==> src/rtl/mul_pkg.sv <==
// Shared types and sizing for the iterative 8x8 carry-save multiplier front-end.
package mul_pkg;

    typedef enum logic [1:0] {
        ST_IDLE = 2'd0,
        ST_RUN  = 2'd1,
        ST_DONE = 2'd2
    } mul_state_t;

    localparam int MUL_W     = 8;
    localparam int PROD_W    = 16;
    localparam int CLA_Y_W   = 14;
    localparam int CLA_Y_OFS = 2;
    localparam int STEPS     = 8;
    localparam int CNT_W     = 3;

endpackage

==> src/rtl/csa_row8.sv <==
// One carry-save row: eight independent full adders reducing (S, C, pp) to (s, c).
module csa_row8
    import mul_pkg::*;
(
    input  logic [MUL_W-1:0] i_s,
    input  logic [MUL_W-1:0] i_c,
    input  logic [MUL_W-1:0] i_pp,
    output logic [MUL_W-1:0] o_s,
    output logic [MUL_W-1:0] o_c
);

    always_comb begin
        o_s = i_s ^ i_c ^ i_pp;
        o_c = (i_s & i_c) | (i_s & i_pp) | (i_c & i_pp);
    end

endmodule

==> src/rtl/mul8_csa_seq.sv <==
// Iterative 8x8 unsigned multiplier: one partial-product row per cycle into a
// carry-save accumulator, result left in redundant form for the 16-bit cla.
module mul8_csa_seq
    import mul_pkg::*;
#(
    parameter int W = MUL_W
) (
    input  logic                clk,
    input  logic                rst,
    input  logic                in_valid,
    output logic                in_ready,
    input  logic [W-1:0]        a,
    input  logic [W-1:0]        b,
    output logic                out_valid,
    input  logic                out_ready,
    output logic [PROD_W-1:0]   x,
    output logic [CLA_Y_W-1:0]  y,
    output logic                cin
);

    mul_state_t       r_state;
    mul_state_t       w_state_nxt;
    logic [W-1:0]     r_a;
    logic [W-1:0]     r_b;
    logic [W-1:0]     r_s;
    logic [W-1:0]     r_c;
    logic [W-1:0]     r_l;
    logic [CNT_W-1:0] r_cnt;
    logic [W-1:0]     w_pp;
    logic [W-1:0]     w_s;
    logic [W-1:0]     w_c;
    logic             w_load;
    logic             w_step;

    assign w_pp = r_a & {W{r_b[0]}};

    csa_row8 u_row (
        .i_s  (r_s),
        .i_c  (r_c),
        .i_pp (w_pp),
        .o_s  (w_s),
        .o_c  (w_c)
    );

    always_ff @(posedge clk or posedge rst) begin
        if (rst) begin
            r_state <= ST_IDLE;
        end else begin
            r_state <= w_state_nxt;
        end
    end

    always_comb begin
        w_state_nxt = r_state;
        in_ready    = 1'b0;
        out_valid   = 1'b0;
        w_load      = 1'b0;
        w_step      = 1'b0;
        case (r_state)
            ST_IDLE: begin
                in_ready = 1'b1;
                if (in_valid) begin
                    w_load      = 1'b1;
                    w_state_nxt = ST_RUN;
                end
            end
            ST_RUN: begin
                w_step = 1'b1;
                if (r_cnt == CNT_W'(STEPS - 1)) begin
                    w_state_nxt = ST_DONE;
                end
            end
            ST_DONE: begin
                out_valid = 1'b1;
                if (out_ready) begin
                    w_state_nxt = ST_IDLE;
                end
            end
            default: w_state_nxt = ST_IDLE;
        endcase
    end

    // s[0] is final after each row, so it retires into L; the remaining sum
    // bits shift down one place to stay aligned with the carries.
    always_ff @(posedge clk or posedge rst) begin
        if (rst) begin
            r_a   <= '0;
            r_b   <= '0;
            r_s   <= '0;
            r_c   <= '0;
            r_l   <= '0;
            r_cnt <= '0;
        end else if (w_load) begin
            r_a   <= a;
            r_b   <= b;
            r_s   <= '0;
            r_c   <= '0;
            r_l   <= '0;
            r_cnt <= '0;
        end else if (w_step) begin
            r_s   <= {1'b0, w_s[W-1:1]};
            r_c   <= w_c;
            r_l   <= {w_s[0], r_l[W-1:1]};
            r_b   <= r_b >> 1;
            r_cnt <= r_cnt + 1'b1;
        end
    end

    // C sits at weight 2^W; the cla y port starts at 2^CLA_Y_OFS, hence the zero pad.
    assign x   = {r_s, r_l};
    assign y   = {r_c, {(CLA_Y_W - W){1'b0}}};
    assign cin = 1'b0;

endmodule

==> config.mk <==
export PLATFORM = sky130hd
export DESIGN_NAME = mul8_csa_seq
export DESIGN_NICKNAME = d
export VERILOG_FILES = /design/src/rtl/mul_pkg.sv /design/src/rtl/csa_row8.sv /design/src/rtl/mul8_csa_seq.sv
export SDC_FILE = /design/constraint.sdc
export NUM_CORES = 1
export LEC_CHECK = 0
export ABC_AREA = 0
export BUFFER_PORTS_ARGS = -buffer_cell sky130_fd_sc_hd__buf_2
export CAP_MARGIN = 5
export CORE_MARGIN = 3
export CORE_UTILIZATION = 31
export CTS_CLUSTER_SIZE = 14
export DETAILED_ROUTE_END_ITERATION = 16
export PLACE_DENSITY = 0.53
export SYNTH_ARGS = -nofsm -noshare
export SYNTH_HDL_FRONTEND = slang
export SYNTH_SLANG_ARGS = --single-unit
==> constraint.sdc <==
create_clock -name clk -period 1.46 [get_ports clk]
set_input_delay 0.219 -clock clk [delete_from_list [all_inputs] [get_ports clk]]
set_output_delay 0.219 -clock clk [all_outputs]
set_load 0.005 [all_outputs]
# Yosys cells after proc, flatten, opt, wreduce, memory -nomap -nowiden
# Cells that the tools add are included.
[word_totals]
input_bits = 20
output_inout_bits = 33
elab_cells = 44
regBits = 45
[classes]
n_bitwise = 8
reduce_logical = 3
n_mux = 19
n_eq_ne = 6
addsub = 1
[ops]
columns = ["op", "n"]
rows = [
  ["$mux W8", 8],
  ["$and A8 B8 Y8", 4],
  ["$or A8 B8 Y8", 2],
  ["$xor A8 B8 Y8", 2],
  ["$mux W2", 3],
  ["$mux W3", 2],
  ["$ne A2 B2 Y1 const B", 3],
  ["$pmux W2 S3", 1],
  ["$mux W1", 5],
  ["$add A3 B1 Y3 const B", 1],
  ["$eq A3 B3 Y1 const B", 1],
  ["$reduce_and A3 Y1", 1],
  ["$eq A2 B1 Y1 const B", 1],
  ["$eq A2 B2 Y1 const B", 1],
  ["$logic_not A2 Y1", 1],
  ["$reduce_bool A2 Y1", 1],
]

# Depth between registers and ports, before layout
# Gate-level depths: netlist of run 1.
[depth]
ltp_word = 6
ltp_mapped = 6
ltp_nobuf = 4

# By module
# A second synthesis of run 1 with hierarchy kept.
[unflattened]
cells_unflattened = 153
area_unflattened_um2 = 2080.7
[modules_own_cells]
columns = ["mod", "cells_per_inst", "instances", "area_each_um2", "seq_area_each_um2"]
rows = [
  ["mul8_csa_seq", 145, 1, 1920.6, 1101.1],
  ["csa_row8", 8, 1, 160.2, 0.0],
]

# Least setup slack after synthesis of run 1
# Ideal clock, no wire load.
[synth_path]
kind = "reg-to-reg"
start = "reg r_b[0]"
end = "reg r_l[7]"
path_buffers = 0
path_stages_with_launch = 4
path_slack_ns = 0.106
synth_period_minus_slack_ns = 1.354
setup_time_ns = 0.121
arrival_time_ns = 1.233
required_time_ns = 1.339
cell_sequence = "dfrtp_1 and2_1 fa_1 a22o_2"
[synth_via]
elab_chain_cells = 4
[synth_lines]
columns = ["item", "line", "rtl"]
rows = [
  ["from (decl)", "mul8_csa_seq.sv:24", "logic [W-1:0] r_b;"],
  ["from (signal assigned)", "mul8_csa_seq.sv:104", "r_b <= r_b >> 1;"],
  ["$and A8 B8 Y8", "mul8_csa_seq.sv:35", "assign w_pp = r_a & {W{r_b[0]}};"],
  ["$xor A8 B8 Y8", "csa_row8.sv:13", "o_s = i_s ^ i_c ^ i_pp;"],
  ["$mux W8", "mul8_csa_seq.sv:100", "end else if (w_step) begin"],
  ["$mux W8", "mul8_csa_seq.sv:93", "end else if (w_load) begin"],
  ["to (signal assigned)", "mul8_csa_seq.sv:103", "r_l <= {w_s[0], r_l[W-1:1]};"],
  ["to (decl)", "mul8_csa_seq.sv:27", "logic [W-1:0] r_l;"],
]
# No other way between the ends. The select of a mux whose other input is x is not followed.
# A chain may end at the register's enable or synchronous reset.

# Worst setup path in the final report of run 1
# Same ends and word-level chain as after synthesis.

==> results of run 1 <==
-- state kept, by name, indices dropped and copies added, names as in the netlist --
name and flops:
r_a 8, r_b 8, r_c 8, r_l 8, r_s 7, r_cnt 3
r_state 2
-- timing repair --
action                                 CTS  global route
setup endpoints to repair                1             2
resized for setup                        1             1
hold buffers                             1             0
buffers inserted                         0             0
cloned                                   0             0
endpoints found under the hold margin   16             0
-- area by class of cell --
type	instances	area share, %
Tap cell	77	3.89
Timing Repair Buffer	52	11.9
Clock inverter	2	2.43
Sequential cell	44	44.5
Clock buffer	5	2.78
Multi-Input combinational cell	95	33.8
Inverter	4	0.657
-- per-layer routing --
layer / global-route usage (%) / part of all wire (%) / wire length [um]
met1: 15.8 / 49 / 1960
met2: 16.3 / 44 / 1770
met3: 3.10 / 6.7 / 268
met4: 3.35 / 0.57 / 23
met5: 0 / 0 / 0
-- Yosys cell counts --
library cell	count	area share [%]
clkinv_1	1	0.18
inv_1	3	0.54
buf_4	9	3.3
dfrtp_1	44	53
a22o_1	19	8.0
buf_6	3	1.6
buf_2	3	0.72
nor2_8	1	0.97
fa_1	7	6.8
a21oi_1	8	1.9
a22o_2	6	2.9
nand2_1	2	0.36
nor2_1	3	0.54
and2_1	8	2.4
mux2_4	8	5.8
and2b_1	1	0.36
or2b_2	1	0.42
ha_1	3	1.8
conb_1	1	0.18
o21ai_1	1	0.24
o22ai_1	14	4.2
buf_8	2	1.4
nand2b_1	1	0.30
o31ai_1	2	0.72
o21ai_0	1	0.24
o21bai_4	1	0.91
-- per-stage QoR --
stage               total power [mW]  util (%)  worst slack, ps
floorplan                       3.86         -              106
global placement                4.38      36.4             54.8
detailed placement              4.43      36.4             31.5
CTS                             5.53      38.5             34.9
global route                    5.88      38.6             4.05
finish                          5.43      38.6             65.4
-- final timing paths --
check,startpoint,endpoint,slack [ps],cells past startpoint
min in group asynchronous,rst,r_c[3]$_DFFE_PP0P_,450,3
max,r_b[0]$_DFFE_PP0P_,r_l[7]$_DFFE_PP0P_,70,3
min reg2reg,r_cnt[0]$_DFFE_PP0P_,r_cnt[0]$_DFFE_PP0P_,480,1
min,out_ready,r_state[1]$_DFFE_PP0P_,100,2
max in group asynchronous,rst,r_b[0]$_DFFE_PP0P_,510,4
max reg2reg,r_b[0]$_DFFE_PP0P_,r_l[7]$_DFFE_PP0P_,70,3
-- kinds of logic (layout without fill, tap and decap cells) --
logic type | after synthesis | count (layout) | share of synthesized area, %
AO/OA/AOI/OAI | 52 | 52 | 19.2
flip-flops | 44 | 44 | 53.1
buffers and inverters | 21 | 63 | 7.78
AND/OR/NAND/NOR | 17 | 17 | 5.37
adder cells (fa/ha/maj) | 10 | 10 | 8.57
multiplexers | 8 | 8 | 5.79
other | 1 | 8 | 0.181
-- power groups by stage --
stage / sequential [mW] / combinational (mW) / clock (mW)
3_5_place_dp: 2.24 / 2.19 / 0
6_report: 2.20 / 2.16 / 1.07
3_3_place_gp: 2.23 / 2.15 / 0
5_1_grt: 2.30 / 2.42 / 1.16
4_1_cts: 2.21 / 2.20 / 1.11
2_1_floorplan: 2.17 / 1.69 / 0
-- worst max-delay path, cell delays in order, from the launching register on --
cell     delay [ps]
dfrtp_2         450
and2_1          180
fa_1            420
a22o_2          240
==> run summary, run 1 <==
clk root buf: clkbuf_8
peak supply drop: 0.657 mV
Fin. Hold Viols: 0
# fillers: 628
commonest non-fill, non-tap cell in the layout: buf_2
largest net degree at the start of global routing: 29
Routed WL per cell: 14.4 um
switching share of total power: 32.3%
Detailed Place HPWL: 2800 um
max_slew headroom: 55.9%
cell total after placement: 271
IO buf count: 44
FF+latch area: 0.00110 mm^2
Required @ worst endpoint: 1640 ps
commonest cells after routing, fill and taps aside: 44 x buf_2, 43 x dfrtp_1, 19 x a22o_1, 14 x o22ai_1
final count of negative-setup-slack endpoints: 0
post-synthesis register bit count: 44
Post-DRT Antenna Nets: 0
Vias/cell: 4.88
Die ar.: 0.00771 mm^2
# clock sinks: 44
startpoint types: register
FP Rows: 29
Setup crit end kind: register
Longest Clk Path Bufs: 2
Final nets: 232
min Tclk post-route: 1390 ps
GPL Wtd Cong: 0.737
Gate Count Post-Synth: 153
cell area after layout: 0.00248 mm^2
WP data arrival: 1580 ps
CTS tree: yes
Slew Limit Fails: 0
Post-DP Area: 0.00233 mm^2
Max Freq: 717 MHz
type of the tightest min-delay check: primary input to register
RSZ-0062 raised after global routing: false
total core area: 0.00642 mm^2
maxcap violations: 0
crit-path max FO: 8
antenna fix cells: 0
syn_area_per_cell: 13.6 um^2
critical path class: register to register
final setup skew: 8.10 ps
total vias in the final route: 1361
share of power burned in registers: 40.5%
H-tree depth: 2
CTS buffer count: 5
clock share of power: 19.7%
Die Height: 87.8 um
Initial Util: 32.3%
status: complete, no violations
final wirelength: 4020 um
Non-Filler Instances: 279
PD cells: 2190 mW/mm^2
total negative slack: 0 ps
first-pass GRT wire length: 6610 um
total track usage: 11.1%
Top Ports: 53
post-synthesis sequential area ratio: 53.1%
crit share post-route: 95.5%
Yosys warning total: 0
cell-internal power: 3.68 mW
# DRC: 0
Distinct cells, synth: 26
Comb pwr share: 39.8%
Pre-Repair DR Iteration Count: 4
initial antenna violation count: 0
gr ovfl total: 0
multi-input logic area: 837 um^2
ratio of cells with drive above 1 in the final layout: 38.6%
Tightest Pin Transition: 659 ps
CTS clk-pin slew, worst paths: 80 ps
hold slack: 97.6 ps
Pleak: 1.23 nW
Die X: 87.8 um
NetSw: 1.76 mW
Layout area overhead: 19.4%
later-pin clock latency in the skew report: 290 ps
DRT iter0 DRCs: 51
vias in the first global route: 1342
Cell Area, Synth: 0.00207 mm^2
Note: power is estimated with default switching activity, not from simulation.
==> run 2: changes to the inputs <==
--- a/config.mk
+++ b/config.mk
@@ -8,11 +8,10 @@
 export ABC_AREA = 0
 export BUFFER_PORTS_ARGS = -buffer_cell sky130_fd_sc_hd__buf_2
 export CAP_MARGIN = 5
-export CORE_MARGIN = 3
 export CORE_UTILIZATION = 31
 export CTS_CLUSTER_SIZE = 14
 export DETAILED_ROUTE_END_ITERATION = 16
-export PLACE_DENSITY = 0.53
+export PLACE_DENSITY = 0.57
 export SYNTH_ARGS = -nofsm -noshare
 export SYNTH_HDL_FRONTEND = slang
 export SYNTH_SLANG_ARGS = --single-unit
==> run summary, run 2 (same netlist as run 1, synthesis figures left out) <==
Layout area overhead: 18.6% (was 19.4%)
Slew Limit Fails: 0 (unchanged)
Vias/cell: 4.98 (was 4.88)
DRT iter0 DRCs: 57 (was 51)
cell area after layout: 0.00246 mm^2 (was 0.00248 mm^2)
clk root buf: clkbuf_8 (unchanged)
ratio of cells with drive above 1 in the final layout: 40.0% (was 38.6%)
total vias in the final route: 1404 (was 1361)
Required @ worst endpoint: 1640 ps (about the same)
total core area: 0.00639 mm^2 (was 0.00642 mm^2)
Die Height: 83.8 um (was 87.8 um)
FF+latch area: 0.00110 mm^2 (about the same)
peak supply drop: 0.856 mV (was 0.657 mV)
antenna fix cells: 0 (unchanged)
critical path class: register to register (unchanged)
CP max-delay cell: dfrtp_2 (unchanged)
first-pass GRT wire length: 6990 um (was 6610 um)
FP Rows: 29 (unchanged)
vias in the first global route: 1360 (was 1342)
Fin. Hold Viols: 0 (unchanged)
final setup skew: 7.71 ps (was 8.10 ps)
Pre-Repair DR Iteration Count: 4 (unchanged)
Top Ports: 53 (unchanged)
RSZ-0062 raised after global routing: false (unchanged)
commonest non-fill, non-tap cell in the layout: buf_2 (unchanged)
# fillers: 625 (was 628)
multi-input logic area: 842 um^2 (was 837 um^2)
Tightest Pin Transition: 659 ps (about the same)
commonest cells after routing, fill and taps aside: 44 x buf_2, 42 x dfrtp_1, 19 x a22o_1, 14 x o22ai_1 (was 44 x buf_2, 43 x dfrtp_1, 19 x a22o_1, 14 x o22ai_1)
H-tree depth: 2 (unchanged)
Design Power: 5.18 mW (was 5.43 mW)
Die X: 83.8 um (was 87.8 um)
Die ar.: 0.00702 mm^2 (was 0.00771 mm^2)
final wirelength: 4040 um (was 4020 um)
IO buf count: 44 (unchanged)
initial antenna violation count: 0 (unchanged)
largest net degree at the start of global routing: 28 (was 29)
CTS clk-pin slew, worst paths: 80 ps (about the same)
total negative slack: 0 ps (unchanged)
Setup crit end kind: register (unchanged)
Reg-to-Reg Start: r_b[0]$_DFFE_PP0P_ (unchanged)
r2r worst-path depth: 3 (unchanged)
Detailed Place HPWL: 2720 um (was 2800 um)
final count of negative-setup-slack endpoints: 0 (unchanged)
hold path cells: 2 (unchanged)
Hold Path End: r_state[1]$_DFFE_PP0P_ (unchanged)
Longest Clk Path Bufs: 2 (unchanged)
maxcap violations: 0 (unchanged)
min Tclk post-route: 1390 ps (about the same)
Pleak: 1.22 nW (was 1.23 nW)
status: complete, no violations (unchanged)
gr ovfl total: 0 (unchanged)
Final nets: 234 (was 232)
r2r setup slk: 70 ps (about the same)
crit-path max FO: 8 (unchanged)
total track usage: 12.8% (was 11.1%)
# DRC: 0 (unchanged)
startpoint types: register (unchanged)
CTS tree: yes (unchanged)
# clock sinks: 44 (unchanged)
CP Cell Sequence: and2_1, fa_1, a22o_1 (was and2_1, fa_1, a22o_2)
crit share post-route: 95.4% (was 95.5%)
Post-DP Area: 0.00234 mm^2 (was 0.00233 mm^2)
R2R Path End: r_s[3]$_DFFE_PP0P_ (was r_l[7]$_DFFE_PP0P_)
Max Freq: 718 MHz (was 717 MHz)
WP data arrival: 1580 ps (about the same)
CTS buffer count: 5 (unchanged)
min-delay src: out_ready (unchanged)
later-pin clock latency in the skew report: 300 ps (was 290 ps)
PD cells: 2110 mW/mm^2 (was 2190 mW/mm^2)
type of the tightest min-delay check: primary input to register (unchanged)
max_slew headroom: 56.0% (was 55.9%)
CP max stage delay: 460 ps (was 450 ps)
Initial Util: 32.5% (was 32.3%)
Routed WL per cell: 14.3 um (was 14.4 um)
Post-DRT Antenna Nets: 0 (unchanged)
GPL Wtd Cong: 0.707 (was 0.737)
[run 2: power breakdown]
group	internal (mW)	leakage (nW)	switching, mW
clock network	0.386	0.0455	0.391
registers	1.78	0.546	0.452
logic	1.25	0.626	0.932
[run 2: worst max-delay path, delay by kind of cell (launching register included)]
kind            cells  cell delay (ps)
compound gates      1              210
fa+ha+maj           1              430
flops               1              460
simple gates        1              190
[run 2: layout make-up]
cell class	instances	share of cell area [%]
Timing Repair Buffer	54	12.6
Tap cell	77	3.92
Sequential cell	44	44.9
Clock buffer	8	3.66
Inverter	4	0.662
Multi-Input combinational cell	95	34.2
[run 2: what timing repair did]
action / 4_1_cts / 5_1_grt
resized for setup: 2 / 3
cloned: 0 / 0
setup endpoints to repair: 2 / 3
pin swaps: 0 / 1
endpoints found under the hold margin: 16 / 0
hold buffers: 1 / 0
buffers inserted: 0 / 1
[run 2: per-layer routing]
metal / share of wire, % / up-vias / global-route usage, %
li1: - / 643 / -
met1: 48 / 712 / 18.2
met2: 45 / 44 / 18.2
met3: 5.6 / 5 / 4.75
met4: 1.1 / 0 / 3.70
met5: 0 / - / 0
[run 2: worst max-delay path by stage]
stage,startpoint,depth (start not counted),slack [ps],to
finish,r_b[0]$_DFFE_PP0P_,3,70,r_s[3]$_DFFE_PP0P_
detailed placement,r_b[0]$_DFFE_PP0P_,3,5,r_l[7]$_DFFE_PP0P_
global placement,r_b[0]$_DFFE_PP0P_,3,50,r_l[7]$_DFFE_PP0P_
global route,r_state[1]$_DFFE_PP0P_,4,3,out_valid
floorplan,r_b[0]$_DFFE_PP0P_,3,110,r_l[7]$_DFFE_PP0P_
CTS,r_state[0]$_DFFE_PP0P_,3,20,in_ready
[run 2: through the flow]
stage          hold WS, ps  setup WS (ps)  utilization [%]  instances
2_1_floorplan          305            106                -        160
3_3_place_gp           242           49.1             36.7        272
3_5_place_dp           240           5.24             36.7        272
4_1_cts               83.6           20.0             38.3        281
5_1_grt               66.8           3.40             38.5        282
6_report              90.6           67.2             38.5        282
==> run 3: changes to the inputs <==
--- a/config.mk
+++ b/config.mk
@@ -5,11 +5,11 @@
 export SDC_FILE = /design/constraint.sdc
 export NUM_CORES = 1
 export LEC_CHECK = 0
-export ABC_AREA = 0
+export ABC_AREA = 1
 export BUFFER_PORTS_ARGS = -buffer_cell sky130_fd_sc_hd__buf_2
 export CAP_MARGIN = 5
 export CORE_UTILIZATION = 31
-export CTS_CLUSTER_SIZE = 14
+export CTS_CLUSTER_SIZE = 8
 export DETAILED_ROUTE_END_ITERATION = 16
 export PLACE_DENSITY = 0.57
 export SYNTH_ARGS = -nofsm -noshare
==> run summary, run 3 <==
Final nets: 316 (was 234)
initial antenna violation count: 0 (unchanged)
PD cells: 1740 mW/mm^2 (was 2110 mW/mm^2)
FP Rows: 29 (unchanged)
CTS clk-pin slew, worst paths: 80 ps (about the same)
commonest non-fill, non-tap cell in the layout: nand2_1 (was buf_2)
# clock sinks: 44 (unchanged)
total negative slack: 0 ps (unchanged)
Pre-Repair DR Iteration Count: 4 (unchanged)
Post-DRT Antenna Nets: 0 (unchanged)
Synth top cells by count: 117 x nand2_1, 44 x dfrtp_1, 23 x nand3_1 (was 44 x dfrtp_1, 19 x a22o_1, 14 x o22ai_1)
Post-DP Area: 0.00236 mm^2 (was 0.00234 mm^2)
Initial Util: 32.2% (was 32.5%)
WP data arrival: 1150 ps (was 1580 ps)
final worst slack: 89.2 ps (was 67.2 ps)
crit-path max FO: 6 (was 8)
Non-Filler Instances: 363 (was 282)
Die Height: 83.2 um (was 83.8 um)
first-pass GRT wire length: 7390 um (was 6990 um)
CTS buffer count: 5 (unchanged)
total core area: 0.00635 mm^2 (was 0.00639 mm^2)
post-synthesis sequential area ratio: 53.8% (was 53.1%)
startpoint types: register (unchanged)
maxcap violations: 0 (unchanged)
Vias/cell: 4.38 (was 4.98)
Detailed Place HPWL: 2910 um (was 2720 um)
# DRC: 0 (unchanged)
Pleak: 1.49 nW (was 1.22 nW)
post-synthesis register bit count: 44 (unchanged)
dominant cells by area after synthesis: dfrtp_1 54%, nand2_1 21%, fa_1 6.9% (was dfrtp_1 53%, a22o_1 8.0%, fa_1 6.8%)
CTS tree: yes (unchanged)
final count of negative-setup-slack endpoints: 0 (unchanged)
DRT iter0 DRCs: 97 (was 57)
Fin. Hold Viols: 0 (unchanged)
IO buf count: 44 (unchanged)
total vias in the final route: 1590 (was 1404)
top-area cell type share of the netlist area: 53.8% (was 53.1%)
largest net degree at the start of global routing: 45 (was 28)
crit share post-route: 93.9% (was 95.4%)
commonest cells after routing, fill and taps aside: 117 x nand2_1, 44 x buf_2, 43 x dfrtp_1, 23 x nand3_1, 11 x inv_1 (was 44 x buf_2, 42 x dfrtp_1, 19 x a22o_1, 14 x o22ai_1)
cell total after placement: 351 (was 272)
H-tree depth: 2 (unchanged)
cell area after layout: 0.00249 mm^2 (was 0.00246 mm^2)
min Tclk post-route: 1370 ps (was 1390 ps)
r2r worst-path depth: 5 (was 3)
final wirelength: 4220 um (was 4040 um)
hold path cells: 2 (unchanged)
most frequent cell after synthesis: nand2_1 (was dfrtp_1)
GPL Wtd Cong: 0.715 (was 0.707)
Required @ worst endpoint: 1240 ps (was 1640 ps)
type of the tightest min-delay check: primary input to register (unchanged)
Max Freq: 730 MHz (was 718 MHz)
Layout area overhead: 21.5% (was 18.6%)
syn_area_per_cell: 8.78 um^2 (was 13.6 um^2)
Gate Count Post-Synth: 233 (was 153)
Slew Limit Fails: 0 (unchanged)
peak supply drop: 0.604 mV (was 0.856 mV)
Distinct cells, synth: 17 (was 26)
Top Ports: 53 (unchanged)
RSZ-0062 raised after global routing: false (unchanged)
final setup skew: 8.29 ps (was 7.71 ps)
Primary FF master, synth: dfrtp_1 (unchanged)
async set-reset flop share out of synthesis: 100% (unchanged)
Die X: 83.2 um (was 83.8 um)
later-pin clock latency in the skew report: 300 ps (about the same)
Yosys warning total: 0 (unchanged)
Longest Clk Path Bufs: 2 (unchanged)
vias in the first global route: 1549 (was 1360)
clk root buf: clkbuf_8 (unchanged)
Die ar.: 0.00693 mm^2 (was 0.00702 mm^2)
Setup crit end kind: output pin (was register)
critical path class: register to output pin (was register to register)
Cell Area, Synth: 0.00205 mm^2 (was 0.00207 mm^2)
status: complete, no violations (unchanged)
Post-synth EDFFs: 0 (unchanged)
dpl ws: 131 ps (was 5.24 ps)
total track usage: 13.4% (was 12.8%)
ratio of cells with drive above 1 in the final layout: 23.8% (was 40.0%)
antenna fix cells: 0 (unchanged)
Routed WL per cell: 11.6 um (was 14.3 um)
gr ovfl total: 0 (unchanged)
Yosys top cell by area: dfrtp_1 (unchanged)
## run 3: worst paths after layout
check / start / endpoint / slack [ps]
hold reg to reg: r_l[0]$_DFFE_PP0P_ / r_l[0]$_DFFE_PP0P_ / 480
setup reg to reg: r_b[0]$_DFFE_PP0P_ / r_s[1]$_DFFE_PP0P_ / 140
hold / removal: out_ready / r_state[1]$_DFFE_PP0P_ / 100
min in group asynchronous: rst / r_l[0]$_DFFE_PP0P_ / 490
max in group asynchronous: rst / r_state[0]$_DFFE_PP0P_ / 740
setup / recovery: r_state[0]$_DFFE_PP0P_ / in_ready / 90
## run 3: per-layer routing
layer,share of wire (%),routed length (um),global-route usage [%]
met5,0,0,0
met4,1.0,44,5.64
met3,4.0,170,3.18
met2,46,1940,21.0
met1,49,2060,17.8
## run 3: kinds of logic (layout without fill, tap and decap cells)
kind of cell | Yosys count | count (layout) | synth area share (%)
AND/OR/NAND/NOR | 144 | 144 | 28.4
adder cells (fa/ha/maj) | 10 | 10 | 8.68
flip-flops | 44 | 44 | 53.8
buffers and inverters | 30 | 76 | 7.58
AO/OA/AOI/OAI | 4 | 4 | 1.28
other | 1 | 8 | 0.183
## run 3: what timing repair did
| item | 4_1_cts | 5_1_grt |
|---|---|---|
| endpoints found under the hold margin | 44 | 0 |
| hold buffers | 1 | 0 |
| endpoints found under the setup margin | 1 | 1 |
| gates resized for setup | 1 | 1 |
| setup buffers | 0 | 4 |
## run 3: power breakdown
part | switching [mW] | internal [mW] | leakage [nW]
clock network | 0.402 | 0.326 | 0.0410
registers | 0.324 | 1.65 | 0.576
logic | 0.902 | 0.730 | 0.869
## run 3: critical path, cell delays in order, from the launching register on
cell and delay, ps:
dfrtp_2 450, nor2_2 160, buf_6 140, buf_2 110
## run 3: cell type report
type / count / area (um^2)
clock inverter: 1 / 5.00
inverter: 12 / 45.0
clock buffer: 6 / 72.6
fill: 661 / 3860
sequential: 44 / 1100
timing repair buffer: 57 / 349
multi-input combinational: 166 / 816
tap: 77 / 96.3
## run 3: metrics by stage
stage / utilization, % / power (mW) / hold slack [ps]
3_5_place_dp: 37.2 / 3.58 / 271
5_1_grt: 39.2 / 4.76 / 88.2
6_report: 39.2 / 4.34 / 95.2
4_1_cts: 38.7 / 4.33 / 90.6
3_3_place_gp: 37.2 / 3.54 / 274
2_1_floorplan: - / 2.98 / 316
